--- src/rtl/vga_receiver.sv ---
// -----------------------------------------------------------------------------
// vga_receiver
//
// Recovers pixel coordinates and colour from an incoming VGA-style stream
// (separate active-low h_sync / v_sync plus 4-bit RGB). It measures line and
// frame lengths against the configured timing, locks after two consecutive
// clean frames, and only then reports active pixels.
//
// Pipeline: inputs are registered once (sample stage), decoded from the
// sample stage, and every output is registered. Input-to-output latency is
// 2 clk.
//
// Ports:
//   clk          pixel clock, sole clock
//   rst          synchronous active-high reset
//   h_sync       horizontal sync, active low
//   v_sync       vertical sync, active low
//   rin/gin/bin  incoming 4-bit colour
//   r/g/b        captured colour, 0 outside valid pixels
//   screenX      active pixel column, 0 outside valid pixels
//   screenY      active line, 0 outside valid pixels
//   pixel_valid  r/g/b/screenX/screenY describe an active pixel while locked
//   frame_start  one-cycle pulse with the valid pixel at (0,0)
//   locked       timing acquired
//   sync_err     one-cycle pulse whenever lock (or acquisition) is lost
//
// Optional feature, macro VGA_RX_MEASURE_EN:
//   h_period     last measured line period in clocks (11 bit)
//   v_period     last measured frame period in lines (10 bit)
//   Without the macro these ports and their logic do not exist.
// -----------------------------------------------------------------------------
module vga_receiver #(
  parameter int H_SYNC = 96,
  parameter int H_BP   = 48,
  parameter int H_ACT  = 640,
  parameter int H_FP   = 16,
  parameter int H_TOL  = 1,
  parameter int V_SYNC = 2,
  parameter int V_BP   = 33,
  parameter int V_ACT  = 480,
  parameter int V_FP   = 10
) (
  input  logic       clk,
  input  logic       rst,
  input  logic       h_sync,
  input  logic       v_sync,
  input  logic [3:0] rin,
  input  logic [3:0] gin,
  input  logic [3:0] bin,
  output logic [3:0] r,
  output logic [3:0] g,
  output logic [3:0] b,
  output logic [9:0] screenX,
  output logic [8:0] screenY,
  output logic       pixel_valid,
  output logic       frame_start,
  output logic       locked,
  output logic       sync_err
`ifdef VGA_RX_MEASURE_EN
  ,
  output logic [10:0] h_period,
  output logic [9:0]  v_period
`endif
);

  localparam int H_TOTAL = H_SYNC + H_BP + H_ACT + H_FP;
  localparam int V_TOTAL = V_SYNC + V_BP + V_ACT + V_FP;

  localparam logic [10:0] H_START   = 11'(H_SYNC + H_BP);
  localparam logic [10:0] H_END     = 11'(H_SYNC + H_BP + H_ACT - 1);
  localparam logic [9:0]  V_START   = 10'(V_SYNC + V_BP);
  localparam logic [9:0]  V_END     = 10'(V_SYNC + V_BP + V_ACT - 1);
  localparam logic [11:0] H_PER_MIN = 12'(H_TOTAL - H_TOL);
  localparam logic [11:0] H_PER_MAX = 12'(H_TOTAL + H_TOL);
  localparam logic [10:0] V_PER     = 11'(V_TOTAL);

  localparam logic [1:0] ST_SEARCH  = 2'd0;
  localparam logic [1:0] ST_ACQUIRE = 2'd1;
  localparam logic [1:0] ST_LOCKED  = 2'd2;

  // sample stage and edge-detect history
  logic       hs_smp_q, vs_smp_q, hs_prev_q, vs_prev_q;
  logic [3:0] r_smp_q, g_smp_q, b_smp_q;

  // timing state
  logic [10:0] hcnt_q, hcnt_d;
  logic [9:0]  vcnt_q, vcnt_d;
  logic        vpend_q, vpend_d;
  logic [1:0]  state_q, state_d;
  logic [1:0]  good_cnt_q, good_cnt_d;

  // decode
  logic        hs_start_s, vs_start_s, reload_s;
  logic [11:0] line_per_s;
  logic [10:0] frame_per_s;
  logic        line_bad_s, frame_bad_s, hsat_s, fail_s, active_s;

  // output registers
  logic [3:0] r_q, g_q, b_q, r_d, g_d, b_d;
  logic [9:0] sx_q, sx_d;
  logic [8:0] sy_q, sy_d;
  logic       valid_q, valid_d, fs_q, fs_d, locked_q, locked_d, err_q, err_d;

  // Edge detection, counter next-state and timing checks
  always_comb begin
    hs_start_s  = hs_prev_q & ~hs_smp_q;
    vs_start_s  = vs_prev_q & ~vs_smp_q;
    // a pending (or simultaneous) vsync start is consumed by the hsync start
    reload_s    = hs_start_s & (vpend_q | vs_start_s);
    line_per_s  = {1'b0, hcnt_q} + 12'd1;
    frame_per_s = {1'b0, vcnt_q} + 11'd1;

    if (hs_start_s) begin
      hcnt_d = 11'd0;
    end else if (hcnt_q == 11'h7FF) begin
      hcnt_d = hcnt_q;
    end else begin
      hcnt_d = hcnt_q + 11'd1;
    end

    if (reload_s) begin
      vcnt_d = 10'd0;
    end else if (hs_start_s && (vcnt_q != 10'h3FF)) begin
      vcnt_d = vcnt_q + 10'd1;
    end else begin
      vcnt_d = vcnt_q;
    end

    if (reload_s) begin
      vpend_d = 1'b0;
    end else if (vs_start_s) begin
      vpend_d = 1'b1;
    end else begin
      vpend_d = vpend_q;
    end

    line_bad_s  = hs_start_s && ((line_per_s < H_PER_MIN) || (line_per_s > H_PER_MAX));
    frame_bad_s = reload_s && (frame_per_s != V_PER);
    // a missing hsync shows up as the counter pinning at its maximum
    hsat_s      = (hcnt_d == 11'h7FF);
    fail_s      = line_bad_s | frame_bad_s | hsat_s;
  end

  // Lock state machine; a reload that survives the checks is a good frame
  always_comb begin
    state_d    = state_q;
    good_cnt_d = good_cnt_q;
    case (state_q)
      ST_SEARCH: begin
        if (reload_s) begin
          state_d    = ST_ACQUIRE;
          good_cnt_d = 2'd0;
        end else begin
          state_d    = ST_SEARCH;
        end
      end
      ST_ACQUIRE: begin
        if (fail_s) begin
          state_d    = ST_SEARCH;
          good_cnt_d = 2'd0;
        end else if (reload_s) begin
          if (good_cnt_q == 2'd1) begin
            state_d    = ST_LOCKED;
            good_cnt_d = 2'd0;
          end else begin
            good_cnt_d = good_cnt_q + 2'd1;
          end
        end else begin
          good_cnt_d = good_cnt_q;
        end
      end
      ST_LOCKED: begin
        if (fail_s) begin
          state_d = ST_SEARCH;
        end else begin
          state_d = ST_LOCKED;
        end
      end
      default: begin
        state_d    = ST_SEARCH;
        good_cnt_d = 2'd0;
      end
    endcase
  end

  // Output next-state: uses the counters/state that describe the sample
  // currently in the sample stage, so a lost lock blanks the very next output
  always_comb begin
    active_s = (hcnt_d >= H_START) && (hcnt_d <= H_END) &&
               (vcnt_d >= V_START) && (vcnt_d <= V_END);
    locked_d = (state_d == ST_LOCKED);
    valid_d  = locked_d && active_s;
    err_d    = (state_q != ST_SEARCH) && (state_d == ST_SEARCH);
    if (valid_d) begin
      sx_d = 10'(hcnt_d - H_START);
      sy_d = 9'(vcnt_d - V_START);
      r_d  = r_smp_q;
      g_d  = g_smp_q;
      b_d  = b_smp_q;
    end else begin
      sx_d = 10'd0;
      sy_d = 9'd0;
      r_d  = 4'd0;
      g_d  = 4'd0;
      b_d  = 4'd0;
    end
    fs_d = valid_d && (sx_d == 10'd0) && (sy_d == 9'd0);
  end

  // Sample stage: syncs idle high, colour idle zero
  always_ff @(posedge clk) begin
    if (rst) begin
      hs_smp_q  <= 1'b1;
      vs_smp_q  <= 1'b1;
      hs_prev_q <= 1'b1;
      vs_prev_q <= 1'b1;
      r_smp_q   <= 4'd0;
      g_smp_q   <= 4'd0;
      b_smp_q   <= 4'd0;
    end else begin
      hs_smp_q  <= h_sync;
      vs_smp_q  <= v_sync;
      hs_prev_q <= hs_smp_q;
      vs_prev_q <= vs_smp_q;
      r_smp_q   <= rin;
      g_smp_q   <= gin;
      b_smp_q   <= bin;
    end
  end

  // Counters and lock state
  always_ff @(posedge clk) begin
    if (rst) begin
      hcnt_q     <= 11'd0;
      vcnt_q     <= 10'd0;
      vpend_q    <= 1'b0;
      state_q    <= ST_SEARCH;
      good_cnt_q <= 2'd0;
    end else begin
      hcnt_q     <= hcnt_d;
      vcnt_q     <= vcnt_d;
      vpend_q    <= vpend_d;
      state_q    <= state_d;
      good_cnt_q <= good_cnt_d;
    end
  end

  // Output registers
  always_ff @(posedge clk) begin
    if (rst) begin
      r_q      <= 4'd0;
      g_q      <= 4'd0;
      b_q      <= 4'd0;
      sx_q     <= 10'd0;
      sy_q     <= 9'd0;
      valid_q  <= 1'b0;
      fs_q     <= 1'b0;
      locked_q <= 1'b0;
      err_q    <= 1'b0;
    end else begin
      r_q      <= r_d;
      g_q      <= g_d;
      b_q      <= b_d;
      sx_q     <= sx_d;
      sy_q     <= sy_d;
      valid_q  <= valid_d;
      fs_q     <= fs_d;
      locked_q <= locked_d;
      err_q    <= err_d;
    end
  end

  assign r           = r_q;
  assign g           = g_q;
  assign b           = b_q;
  assign screenX     = sx_q;
  assign screenY     = sy_q;
  assign pixel_valid = valid_q;
  assign frame_start = fs_q;
  assign locked      = locked_q;
  assign sync_err    = err_q;

`ifdef VGA_RX_MEASURE_EN
  // the first sync edge after reset ends a partial period, so it is skipped
  logic        h_seen_q, v_seen_q;
  logic [10:0] h_period_q;
  logic [9:0]  v_period_q;

  // Period measurement registers
  always_ff @(posedge clk) begin
    if (rst) begin
      h_seen_q   <= 1'b0;
      v_seen_q   <= 1'b0;
      h_period_q <= 11'd0;
      v_period_q <= 10'd0;
    end else begin
      if (hs_start_s) begin
        h_seen_q <= 1'b1;
        if (h_seen_q) begin
          h_period_q <= (hcnt_q == 11'h7FF) ? 11'h7FF : (hcnt_q + 11'd1);
        end else begin
          h_period_q <= h_period_q;
        end
      end else begin
        h_seen_q   <= h_seen_q;
        h_period_q <= h_period_q;
      end
      if (reload_s) begin
        v_seen_q <= 1'b1;
        if (v_seen_q) begin
          v_period_q <= (vcnt_q == 10'h3FF) ? 10'h3FF : (vcnt_q + 10'd1);
        end else begin
          v_period_q <= v_period_q;
        end
      end else begin
        v_seen_q   <= v_seen_q;
        v_period_q <= v_period_q;
      end
    end
  end

  assign h_period = h_period_q;
  assign v_period = v_period_q;
`endif

endmodule

--- config.mk ---
export PLATFORM = sky130hd
export DESIGN_NAME = vga_receiver
export DESIGN_NICKNAME = d
export VERILOG_FILES = /design/src/rtl/vga_receiver.sv
export SDC_FILE = /design/constraint.sdc
export NUM_CORES = 1
export LEC_CHECK = 0
export CAP_MARGIN = 0
export CORE_MARGIN = 5
export CORE_UTILIZATION = 40
export CTS_CLUSTER_SIZE = 10
export DETAILED_ROUTE_END_ITERATION = 6
export PLACE_DENSITY_LB_ADDON = 0.05
export SLEW_MARGIN = 20
export SYNTH_ARGS = -nofsm -noshare
export SYNTH_HDL_FRONTEND = slang
export SYNTH_SLANG_ARGS = --single-unit
--- constraint.sdc ---
create_clock -name clk -period 7.3 [get_ports clk]
set_clock_uncertainty 0.05 [all_clocks]
set_input_delay 0.73 -clock clk [delete_from_list [all_inputs] [get_ports clk]]
set_output_delay 0.73 -clock clk [all_outputs]
set_load 0.01 [all_outputs]
==> impl_metrics.json, run 1 <==
{
  "run_status": "finished clean",
  "routed_wl_microns": 9800,
  "clock_latency_ps": 340,
  "ir_drop_mv": 0.110,
  "syn_inst": 470,
  "synth_edf_count": 0,
  "ys_types": 64,
  "core_sq_um": 9680,
  "cts_resized": 0,
  "final-setup-viol-count": 0,
  "slew_viol_final": 0,
  "final_design_area_no_fill_sq_um": 4670,
  "n_antenna_cell": 0,
  "drt_iter0_drc": 365,
  "p_leak_uw": 0.00175,
  "hold_depth": 2,
  "cts_hold_buf": 0,
  "grt_pass1_wl_microns": 16000,
  "die_h_microns": 109,
  "relSlewSlack_pct": 42.5,
  "dpl.hpwl_microns": 6840,
  "cts-root-buf": "clkbuf_8",
  "cap_violations": 0,
  "worstSetupPathType": "reg -> reg",
  "clk_pin_slew_ps": 80,
  "core.rowCount": 36,
  "synthFlopType": "dfxtp_1",
  "ant_nets": 0,
  "cts_sinks": 77,
  "grt_max_degree": 46,
  "grt_pass1_vias": 3245,
  "fin_crit_ps": 4380,
  "wl_per_cell_microns": 15.4,
  "fp.dieW_microns": 109,
  "initial_utilization_pct": 40.6,
  "start_kind": "flop",
  "fmaxAchievable_ghz": 0.229,
  "syn-cell-area_sq_um": 3940,
  "rr_worst_depth": 12,
  "end_kind": "flop",
  "place.gp.congestion": 0.909,
  "antenna_found_initial": 0,
  "finalNonFillerCells": 636,
  "syn-num-nets": 498,
  "yosysTopAreaCell": "dfxtp_1",
  "rsz0062_at_grt": "false",
  "critPathRequiredTime_ps": 7480,
  "first_pass_iters": 7,
  "post-synth-top-count-cell": "dfxtp_1",
  "synth.area.top_cells": "dfxtp_1 (39%), nor2_1 (6.3%), ha_1 (3.8%)",
  "post-place-cells": 620,
  "route.detailed.drc": 0,
  "worstMarginPinSlew_ps": 857,
  "cts.path.max_buffers": 2,
  "grt.overflow.total": 0,
  "nets": 526,
  "nFillCells": 947,
  "synth_top_area_share_pct": 39.2,
  "worstPathArrival_ps": 4560,
  "finalHoldViolCount": 0,
  "cts_tree": "done",
  "dieArea_sq_um": 11900,
  "period_share_pct": 59.9,
  "synth_area_per_cell_sq_um": 8.38,
  "p_per_area_nw_per_um2": 184,
  "grt_use_met2_pct": 26.0,
  "synth_commonest_cells": "dfxtp_1 (77), nor2_1 (66), nand2_1 (27)",
  "ys_seq_area_share_pct": 39.2,
  "ctsHtreeMaxLevel": 3,
  "busiest_layer": "met2",
  "setup_tns_ps": 0,
  "ios": 51,
  "placed_area_sq_um": 4440,
  "crit_fanout": 30,
  "via_per_inst": 5.40,
  "syn_to_final_growth_pct": 18.5,
  "cts_setup_buffers": 0,
  "drive_gt1_share_pct": 6.56,
  "numPortBuffers": 50,
  "use_met3_pct": 5.03,
  "hold_path.class": "reg -> reg",
  "ys_seq_elements": 77,
  "vias": 3437,
  "cts_made_buffers": 9,
  "yosys_warnings": 0,
  "track_usage_pct": 17.3,
  "async_flop_share_pct": 0,
  "hold_slack_ps": 359,
  "final_util_pct": 48.2,
  "gr-usage-met1_pct": 23.8
}
cell families after synthesis:
family | after synthesis | share of synthesized area, %
xor+xnor | 13 | 2.89
buf+inv | 61 | 6.93
simple gates | 212 | 28.6
fa+ha+maj | 12 | 3.81
flops | 77 | 39.2
compound gates | 93 | 18.1
mux | 2 | 0.509
report_power, final:
group          total [uW]  leakage [uW]  internal [uW]  switching [uW]
logic                61.3       0.00102           25.9            35.4
clock network         361      0.000111            197             164
registers             435      0.000625            427            8.25
cell type report:
cell class / instances / area [sq um] / area share [%]
tap: 133 / 166 / 3.57
sequential: 77 / 1540 / 33.0
clock inverter: 6 / 95.1 / 2.04
multi-input combinational: 332 / 2120 / 45.5
clock buffer: 10 / 128 / 2.74
inverter: 26 / 97.6 / 2.09
timing repair buffer: 52 / 515 / 11.0
final timing paths:
kind	startpoint	end	slack, ps
max reg2reg	hcnt_q[0]$_SDFF_PP0_	frame_start$_SDFF_PP0_	2920
max	hcnt_q[0]$_SDFF_PP0_	frame_start$_SDFF_PP0_	2920
min reg2reg	g_smp_q[2]$_SDFF_PP0_	g[2]$_SDFF_PP0_	360
min	g_smp_q[2]$_SDFF_PP0_	g[2]$_SDFF_PP0_	360
metal layers:
layer | vias up | routed length (microns)
li1 | 1719 | -
met1 | 1581 | 4760
met2 | 128 | 4190
met3 | 9 | 748
met4 | 0 | 100
met5 | - | 0
per-stage QoR:
step           total power (uW)  setup WS [ps]
2_1_floorplan               487           3940
3_3_place_gp                506           3120
3_5_place_dp                506           2950
4_1_cts                     870           2920
5_1_grt                     898           2500
6_report                    857           2920
flip-flops by register name, summed over array words and instances, names as in the netlist, 4 cells and up:
signal and flops:
r_smp_q 4, vcnt_q 10, screenX 10, r 4, screenY 9, g 4
hcnt_q 11, b_smp_q 4, b 4, g_smp_q 4
cells in the final DEF, fill, tap and decap left out, types with 3 or more instances in the layout:
cell	synthesis	layout
a211oi_1	4	4
inv_1	26	26
nor3_1	15	15
and3_1	6	6
nor2b_1	19	19
nor4_1	4	4
nand3_1	11	11
ha_1	12	12
dfxtp_1	77	77
a31oi_1	10	10
clkdlybuf4s50_1	0	50
a211o_1	7	7
nand2b_1	9	9
a311oi_1	4	4
xnor2_1	7	7
o21ai_0	11	11
o211ai_1	3	3
a41oi_1	3	3
a21oi_1	14	14
o21ai_1	3	3
or2_2	7	7
and2_1	4	4
nor2_1	66	66
and4b_1	4	4
nand4_1	14	14
clkbuf_8	0	9
nand2_1	27	27
a21boi_0	5	5
and4_1	9	9
o22ai_1	3	3
xor2_1	6	6
or3_1	5	5
nand3b_1	4	4
worst max-delay path: stages (launching register included):
cell and delay (ps):
dfxtp_1 640, ha_1 660, and3_1 320, xor2_1 90, o21ai_0 380, inv_1 170
ha_1 230, o2111ai_1 90, nor3_1 100, a221oi_4 330, and4b_1 280, nand3_2 520
a2111oi_4 400
Power figures use the tool's default switching activity.
==> inputs of run 2 (changes only) <==
clock period = 4.3 ns   (was 7.3 ns; I/O delays follow)
==> impl_metrics.json, run 2 (synthesis results as in run 1) <==
{
  "crit_path_start": "hcnt_q[0]$_SDFF_PP0_",
  "track_usage_pct": 18.1,
  "power_frac_comb_pct": 7.6,
  "end_kind": "flop",
  "rr_endpoint": "frame_start$_SDFF_PP0_",
  "syn_to_final_growth_pct": 19.0,
  "final_util_pct": 48.4,
  "setup_tns_ps": 0,
  "grt_pass1_wl_microns": 16700,
  "clk_pin_slew_ps": 90,
  "ant_nets": 0,
  "rsz0062_at_grt": "false",
  "netSwitchingFraction_pct": 25.3,
  "ctsHtreeMaxLevel": 3,
  "final-setup-viol-count": 0,
  "via_per_inst": 5.34,
  "first_pass_iters": 4,
  "internal_power_uw": 1040,
  "cts.path.max_buffers": 2,
  "largest_reg_flops": 11,
  "multi_input_comb_area_sq_um": 2120,
  "numPortBuffers": 50,
  "cts_setup_buffers": 0,
  "worstPathArrival_ps": 4170,
  "nets": 531,
  "slew_viol_final": 0,
  "place.gp.congestion": 0.903,
  "final_cell_mix": "dfxtp_1 (77), nor2_1 (66), clkdlybuf4s50_1 (50), nand2_1 (27), inv_1 (26)",
  "cts_tree": "done",
  "critPathRequiredTime_ps": 4510,
  "reg2reg_slack_ps": 340,
  "run_status": "finished clean",
  "routed_wl_microns": 10200,
  "core_sq_um": 9680,
  "vias": 3426,
  "regMostFlops": "hcnt_q",
  "wl_per_cell_microns": 15.9,
  "cts_resized": 0,
  "p_switching_uw": 351,
  "fin_crit_ps": 3960,
  "cts_sinks": 77,
  "die_h_microns": 109,
  "clock_latency_ps": 350,
  "cts_hold_buf": 0,
  "relSlewSlack_pct": 49.1,
  "clkPwrFrac_pct": 39.3,
  "final-seq-area_sq_um": 1540,
  "final_common_cell": "dfxtp_1",
  "sequentialPowerShare_pct": 53.2,
  "core.rowCount": 36,
  "dieArea_sq_um": 11900,
  "cap_violations": 0,
  "cts-root-buf": "clkbuf_8",
  "grt_max_degree": 46,
  "finalHoldViolCount": 0,
  "dpl.hpwl_microns": 7230,
  "route.detailed.drc": 0,
  "cts_made_buffers": 9,
  "period_share_pct": 92.1,
  "p_per_area_nw_per_um2": 297,
  "fmaxAchievable_ghz": 0.252,
  "start_kind": "flop",
  "ir_drop_mv": 0.174,
  "crit_fanout": 16,
  "fp.dieW_microns": 109,
  "cp-endpoint": "frame_start$_SDFF_PP0_",
  "worstMarginPinSlew_ps": 764,
  "antenna_found_initial": 0,
  "ios": 51,
  "p_leak_uw": 0.00177,
  "drt_iter0_drc": 187,
  "n_antenna_cell": 0,
  "worstSetupPathType": "reg -> reg",
  "r2r_start": "hcnt_q[0]$_SDFF_PP0_",
  "initial_utilization_pct": 40.6,
  "hold_path.class": "reg -> reg",
  "grt_pass1_vias": 3326,
  "rr_worst_depth": 13,
  "grt.overflow.total": 0,
  "drive_gt1_share_pct": 7.48,
  "nFillCells": 1014
}
## run 2: worst min path at each step
stage	start	slack, ps	endpoint	cells after the start
after detailed placement	r_smp_q[0]$_SDFF_PP0_	350	r[0]$_SDFF_PP0_	2
after floorplan	b_smp_q[0]$_SDFF_PP0_	340	b[0]$_SDFF_PP0_	2
final	g_smp_q[3]$_SDFF_PP0_	360	g[3]$_SDFF_PP0_	2
after global placement	b_smp_q[0]$_SDFF_PP0_	340	b[0]$_SDFF_PP0_	2
after CTS	g_smp_q[3]$_SDFF_PP0_	360	g[3]$_SDFF_PP0_	2
after global routing	b_smp_q[1]$_SDFF_PP0_	380	b[1]$_SDFF_PP0_	2
## run 2: power by group through the flow
stage          clock network, uW  registers (uW)  logic (uW)
2_1_floorplan                  0             748        78.7
3_3_place_gp                   0             755         104
3_5_place_dp                   0             756         105
4_1_cts                      562             739         106
5_1_grt                      599             741         118
6_report                     546             739         105
## run 2: area by class of cell
cell class,instances,share of cell area [%]
Multi-Input combinational cell,332,45.3
Sequential cell,77,32.9
Timing Repair Buffer,57,12.1
Tap cell,133,3.55
Clock buffer,10,2.73
Inverter,26,2.08
Clock inverter,6,1.34
## run 2: critical path, cell delays in order (launching register included)
cell       delay (ps)
dfxtp_1           650
ha_1              420
nand2_1           130
nor3_1            300
o21ai_0           250
ha_1              320
inv_1              80
a21oi_1            70
o32ai_1           380
nand3_1           110
o21ai_0           170
nand4_1           140
or4_4             500
a2111oi_4         310
## run 2: metal layers
| metal | up-vias | part of all wire [%] | track usage [%] |
|---|---|---|---|
| met5 | - | 0 | 0 |
| met4 | 0 | 2.3 | 7.84 |
| met3 | 20 | 7.9 | 5.45 |
| met2 | 111 | 43 | 26.1 |
| met1 | 1571 | 47 | 24.8 |
| li1 | 1724 | - | - |
## run 2: metrics by stage
step / worst slack (ps) / power [uW] / hold WS [ps] / area [sq um] / std cells
after global routing: 66.7 / 1460 / 377 / 4680 / 641
after detailed placement: 422 / 861 / 350 / 4490 / 625
after floorplan: 936 / 826 / 344 / 3940 / 470
final: 338 / 1390 / 358 / 4680 / 641
after CTS: 408 / 1410 / 360 / 4680 / 641
after global placement: 563 / 859 / 344 / 4490 / 625
==> edit 1 (flow settings as in run 2) <==
Register the output `screenX` once more, cleared by the reset; this adds one clock of latency there. The other outputs are not delayed to match.
--- a/src/rtl/vga_receiver.sv
+++ b/src/rtl/vga_receiver.sv
@@ -273,7 +273,13 @@
   assign r           = r_q;
   assign g           = g_q;
   assign b           = b_q;
-  assign screenX     = sx_q;
+  always_ff @(posedge clk) begin
+    if (rst) begin
+      screenX <= '0;
+    end else begin
+      screenX <= sx_q;
+    end
+  end
   assign screenY     = sy_q;
   assign pixel_valid = valid_q;
   assign frame_start = fs_q;
Formal check against the unedited RTL: no difference found for any inputs over 10 cycles, from zero or initial values and one cycle with rst high; that may be too few to reach the edited logic, so the function may still have changed.
==> edit 1 against run 2 <==
Critical endpoint is now screenY[2]; area after synthesis up 8.1%; largest cell class unchanged; non-clock buffer count is 2 higher; setup slack better by 0.028 ns; routed wire length up 2.8%; sequential cell count up 10; first-iteration DRC count is 35% higher; design area rose by 6.8%; total power is 3.1% higher.
==> edit 1: results (changes against run 2) <==
Global route
  • Vias in the first global route: 3217 (-3.3%)
  • Total GRT Usage: 16.1% (-1.9 points)
  • Met3 usage: 2.89% (-2.6 points)
  • First-pass GRT wire length: 16600 um (-0.54%)
  • Largest net degree at the start of global routing: 48 (+4.3%)
  • M2 GR Usage: 23.3% (-2.8 points)
  • Met1 Use GR: 23.3% (-1.5 points)

Clock network
  • Inserted Clock Buffers: 9 (unchanged)
  • CTS sink cnt: 87 (+13%)
  • Clock Tree Root: clkbuf_8

Drt
  • Routed via count: 3583 (+4.6%)
  • Metal3 WL: 624 um (-22%)
  • Starting DRT DRC Count: 253 (+35%)
  • M1 wire length: 5260 um (+9.6%)
  • DR WL met2: 4360 um (+0.62%)
  • Post-Route WL: 10400 um (+2.8%)

Setup path
  • Worst reg2reg path endpoint: screenY[2]
  • Worst Path Max Fanout: 21 (+5)
  • Reg2reg start: hcnt_q[0]
  • R2r worst-path depth: 14 (+1)
  • Slowest stage delay, CP: 0.61 ns (-0.04 ns)
  • FF-to-FF setup slack: 0.37 ns (+0.03 ns)
  • Slowest-stage cell, CP: dfxtp_1
  • Worst Path Arrival: 4.12 ns (-0.05 ns)

Final layout
  • # fillers: 1026 (+1.2%)
  • Buffering overhead: 11.5% (-0.56 points)
  • Register area: 1740 um^2 (+13%)
  • #MultiIn Comb: 344 (+3.6%)
  • Ratio of cells with drive above 1 in the final layout: 10.2% (+2.7 points)
  • Nets: 552 (+4.0%)
  • Finished Layout Cells: 665 (+3.7%)
  • Non-CTS buffers: 59 (+3.5%)
  • ClkCell Share: 3.45% (-0.61 points)
  • Multi-input logic portion of the cell area: 45.1% (-0.24 points)
  • Inverters: 23 (-12%)

Outcome
  • Status: finished, final reports clean

Synth
  • Multiplexer share of the synthesized area: 0.794% (+0.29 points)
  • Part of the Yosys area used for sequential elements: 40.9% (+1.8 points)
  • XOR/XNOR Fraction of Synth Area: 2.67% (-0.22 points)
  • Post-Syn Nets: 515 (+3.4%)
  • Synth top cells by count: 87 x dfxtp_1, 63 x nor2_1, 27 x nor2b_1
  • Yosys cell types: 73 (+14%)
  • Proportion of netlist area held by the largest area contributor: 40.9% (+1.8 points)
  • Adder-cell share of the synthesized area: 3.53% (-0.29 points)
  • Compound-Gate Fraction of Synth Area: 16.0% (-2.0 points)
  • Syn_area_per_cell: 8.74 um^2 (+4.4%)
  • Synth top area cells: dfxtp_1 41%, nor2_1 5.6%, nor2b_1 4.0%

Pwr
  • Cell-internal power: 1.07 mW (+2.8%)
  • Logic pwr share: 6.1% (-1.5 points)
  • Maximum vdd drop: 0.107 mV (-38%)
  • Leakage: 1.86 nW (+4.7%)
  • Seq group: 0.827 mW (+12%)
  • Sw Pwr: 0.365 mW (+3.8%)

STA
  • Worst hold slack: 0.362 ns (+0.00409 ns)
  • Worst Tran Pin Value: 0.595 ns (-0.168 ns)

Placed design
  • Pre-CTS WS: 0.456 ns (+0.0339 ns)
  • Dpl hpwl: 7610 um (+5.2%)
  • Placed instance count: 649 (+3.8%)

Worst hold path
  • Min-delay src: g_smp_q[0]
  • Worst Hold End: g[0]
-- edit 1: worst max path at each step --
stage / end / slack, ns / cells past startpoint
after floorplan: sx_q[1] / 1.25 / 16
after global placement: sx_q[0] / 0.60 / 14
after detailed placement: sx_q[0] / 0.46 / 14
after CTS: screenY[2] / 0.41 / 14
after global routing: sx_q[2] / 0.09 / 14
final: screenY[2] / 0.37 / 14
-- edit 1: metrics by stage --
stage	utilization (%)	cell area [um^2]
4_1_cts	48.2	5000
3_3_place_gp	46.5	4830
6_report	48.2	5000
3_5_place_dp	46.5	4830
2_1_floorplan	-	4260
5_1_grt	48.2	5000
-- edit 1: worst max-delay path: cells and delay by family, from the launching register on --
family / cells / cell delay [ns]
AO/OA/AOI/OAI: 3 / 0.67
adder cells (fa/ha/maj): 2 / 0.56
buffers and inverters: 2 / 0.29
flip-flops: 1 / 0.61
AND/OR/NAND/NOR: 7 / 1.62
==> edit 2 (settings of run 2) <==
Made on the original files. The option `VGA_RX_MEASURE_EN` is turned on by a define.
--- a/src/rtl/vga_receiver.sv
+++ b/src/rtl/vga_receiver.sv
@@ -29,6 +29,8 @@
 //   v_period     last measured frame period in lines (10 bit)
 //   Without the macro these ports and their logic do not exist.
 // -----------------------------------------------------------------------------
+`define VGA_RX_MEASURE_EN
+
 module vga_receiver #(
   parameter int H_SYNC = 96,
   parameter int H_BP   = 48,
Check against the original RTL (old outputs only; new: h_period and v_period): equivalent (Yosys induction, for registers that start in step).
==> edit 2 against run 2 <==
Total power is 38% higher; area after synthesis is 17% higher; core utilization is 2.1 points higher; routed wire length is 23% higher; critical path type unchanged; design area is 23% higher; setup slack better by 0.049 ns; clock power is 57% higher; critical path depth stayed put; sequential cell count is 23 higher.
==> edit 2: results (changes against run 2) <==
Global route
  • First-pass GRT wire length: 21000 um (+26%)
  • Vias in the first global route: 3884 (+17%)
  • Largest net degree at the start of global routing: 37 (-20%)
  • Total GRT Usage: 18.5% (+0.48 points)

Clock network
  • Clock Tree Root: clkbuf_16
  • Inserted Clock Buffers: 9 (unchanged)
  • Post-CTS setup buffer count: 0 (unchanged)
  • CTS clk-pin slew, worst paths: 0.06 ns (-0.03 ns)

Placed design
  • Placer Congestion: 0.890 (-1.5%)
  • Port-buffer cells: 71 (+42%)
  • Pre-CTS WS: 0.423 ns (+0.00108 ns)
  • Placed instance count: 718 (+15%)

Synth
  • Syn_area_per_cell: 8.76 um^2 (+4.6%)
  • Post-Syn Nets: 557 (+12%)
  • Synth top cells by count: 100 x dfxtp_1, 83 x nor2_1, 28 x nand2_1
  • Dominant synthesized flop cell: dfxtp_1
  • Part of the Yosys area used for sequential elements: 43.3% (+4.1 points)
  • Yosys cell types: 67 (+4.7%)
  • Synth top area cells: dfxtp_1 43%, nor2_1 6.7%, nor2b_1 3.7%

Setup path
  • Worst Path Max Fanout: 14 (-2)
  • FF-to-FF setup slack: 0.39 ns (+0.05 ns)
  • Reg2reg start: vcnt_q[0]
  • Worst Path Arrival: 4.09 ns (-0.08 ns)
  • Worst reg2reg path endpoint: r[3]

Worst hold path
  • Hold WC Path Type: reg -> reg
  • Hold Crit Depth: 1 (-1)
  • Min-delay src: b_smp_q[3]

Drt
  • Starting DRT DRC Count: 197 (+5.3%)
  • Vias/cell: 5.40 (+0.99%)
  • Drt first pass iters: 7 (+3)

Pwr
  • Leakage: 2.15 nW (+21%)
  • Maximum vdd drop: 0.211 mV (+21%)
  • Switching share of total power: 21.4% (-3.8 points)

Final layout
  • Finished Layout Cells: 734 (+15%)
  • # diodes: 0 (unchanged)
  • # fillers: 1152 (+14%)
  • Nets: 615 (+16%)
  • Ratio of cells with drive above 1 in the final layout: 10.3% (+2.8 points)

STA
  • Worst hold slack: 0.382 ns (+0.0241 ns)
  • Final period util: 91.0% (-1.1 points)
  • Setup Viol. Count Final: 0 (unchanged)

Outcome
  • Status: finished, final reports clean
-- edit 2: cell types whose count changed after synthesis, sizes merged, moves of 4 or more --
cell / run 2 / this run
nand4: 14 / 8
nor2: 66 / 83
a211oi: 4 / 11
o22ai: 3 / 7
and4: 9 / 5
nor2b: 19 / 27
and2: 4 / 16
xnor2: 7 / 11
nor4: 4 / 8
inv: 26 / 14
a211o: 7 / 0
a21oi: 14 / 25
dfxtp: 77 / 100
-- edit 2: logic make-up after synthesis --
| logic type | after synthesis | share of synthesized area, % |
|---|---|---|
| adders and majority gates | 13 | 3.52 |
| DFF | 100 | 43.3 |
| buffers and inverters | 48 | 4.79 |
| AOI/OAI and AO/OA | 101 | 15.9 |
| muxes | 2 | 0.433 |
| and+or+nand+nor | 249 | 29.2 |
| xor gates and xnor gates | 15 | 2.84 |
-- edit 2: layout make-up --
type,instances,area (um^2),share of cell area (%)
Sequential cell,100,2000,34.9
Clock inverter,2,38.8,0.676
Multi-Input combinational cell,380,2400,41.8
Tap cell,143,179,3.12
Clock buffer,14,284,4.95
Inverter,14,52.6,0.916
Timing Repair Buffer,81,781,13.6
-- edit 2: critical path: stages (launching register included) --
cell	delay (ns)
dfxtp_1	0.44
ha_1	0.39
nand4_4	0.21
nor3_1	0.36
nor3_1	0.12
a22oi_1	0.30
inv_1	0.14
ha_1	0.27
or4b_4	0.57
a2111oi_4	0.40
o22ai_1	0.14
nand3_2	0.10
inv_2	0.12
and2_1	0.19
-- edit 2: worst max-delay path by stage --
stage | start | cells past startpoint | to
2_1_floorplan | vcnt_q[0] | 13 | b[1]
3_3_place_gp | vcnt_q[0] | 12 | r[3]
3_5_place_dp | vcnt_q[0] | 13 | r[3]
4_1_cts | vcnt_q[0] | 13 | r[3]
5_1_grt | vcnt_q[0] | 13 | r[3]
6_report | vcnt_q[0] | 13 | r[3]
-- edit 2: metal layers --
metal	vias to the layer above	GRT usage, %	routed length, um
li1	1972	-	-
met5	-	0	0
met4	0	6.38	172
met1	1819	27.1	6160
met3	16	4.66	925
met2	155	26.4	5250
-- edit 2: power groups by stage --
stage	clock, mW	combinational [mW]	sequential [mW]
2_1_floorplan	0	0.0644	0.970
3_3_place_gp	0	0.101	0.975
3_5_place_dp	0	0.102	0.976
4_1_cts	0.880	0.103	0.955
5_1_grt	0.927	0.114	0.956
6_report	0.855	0.103	0.955
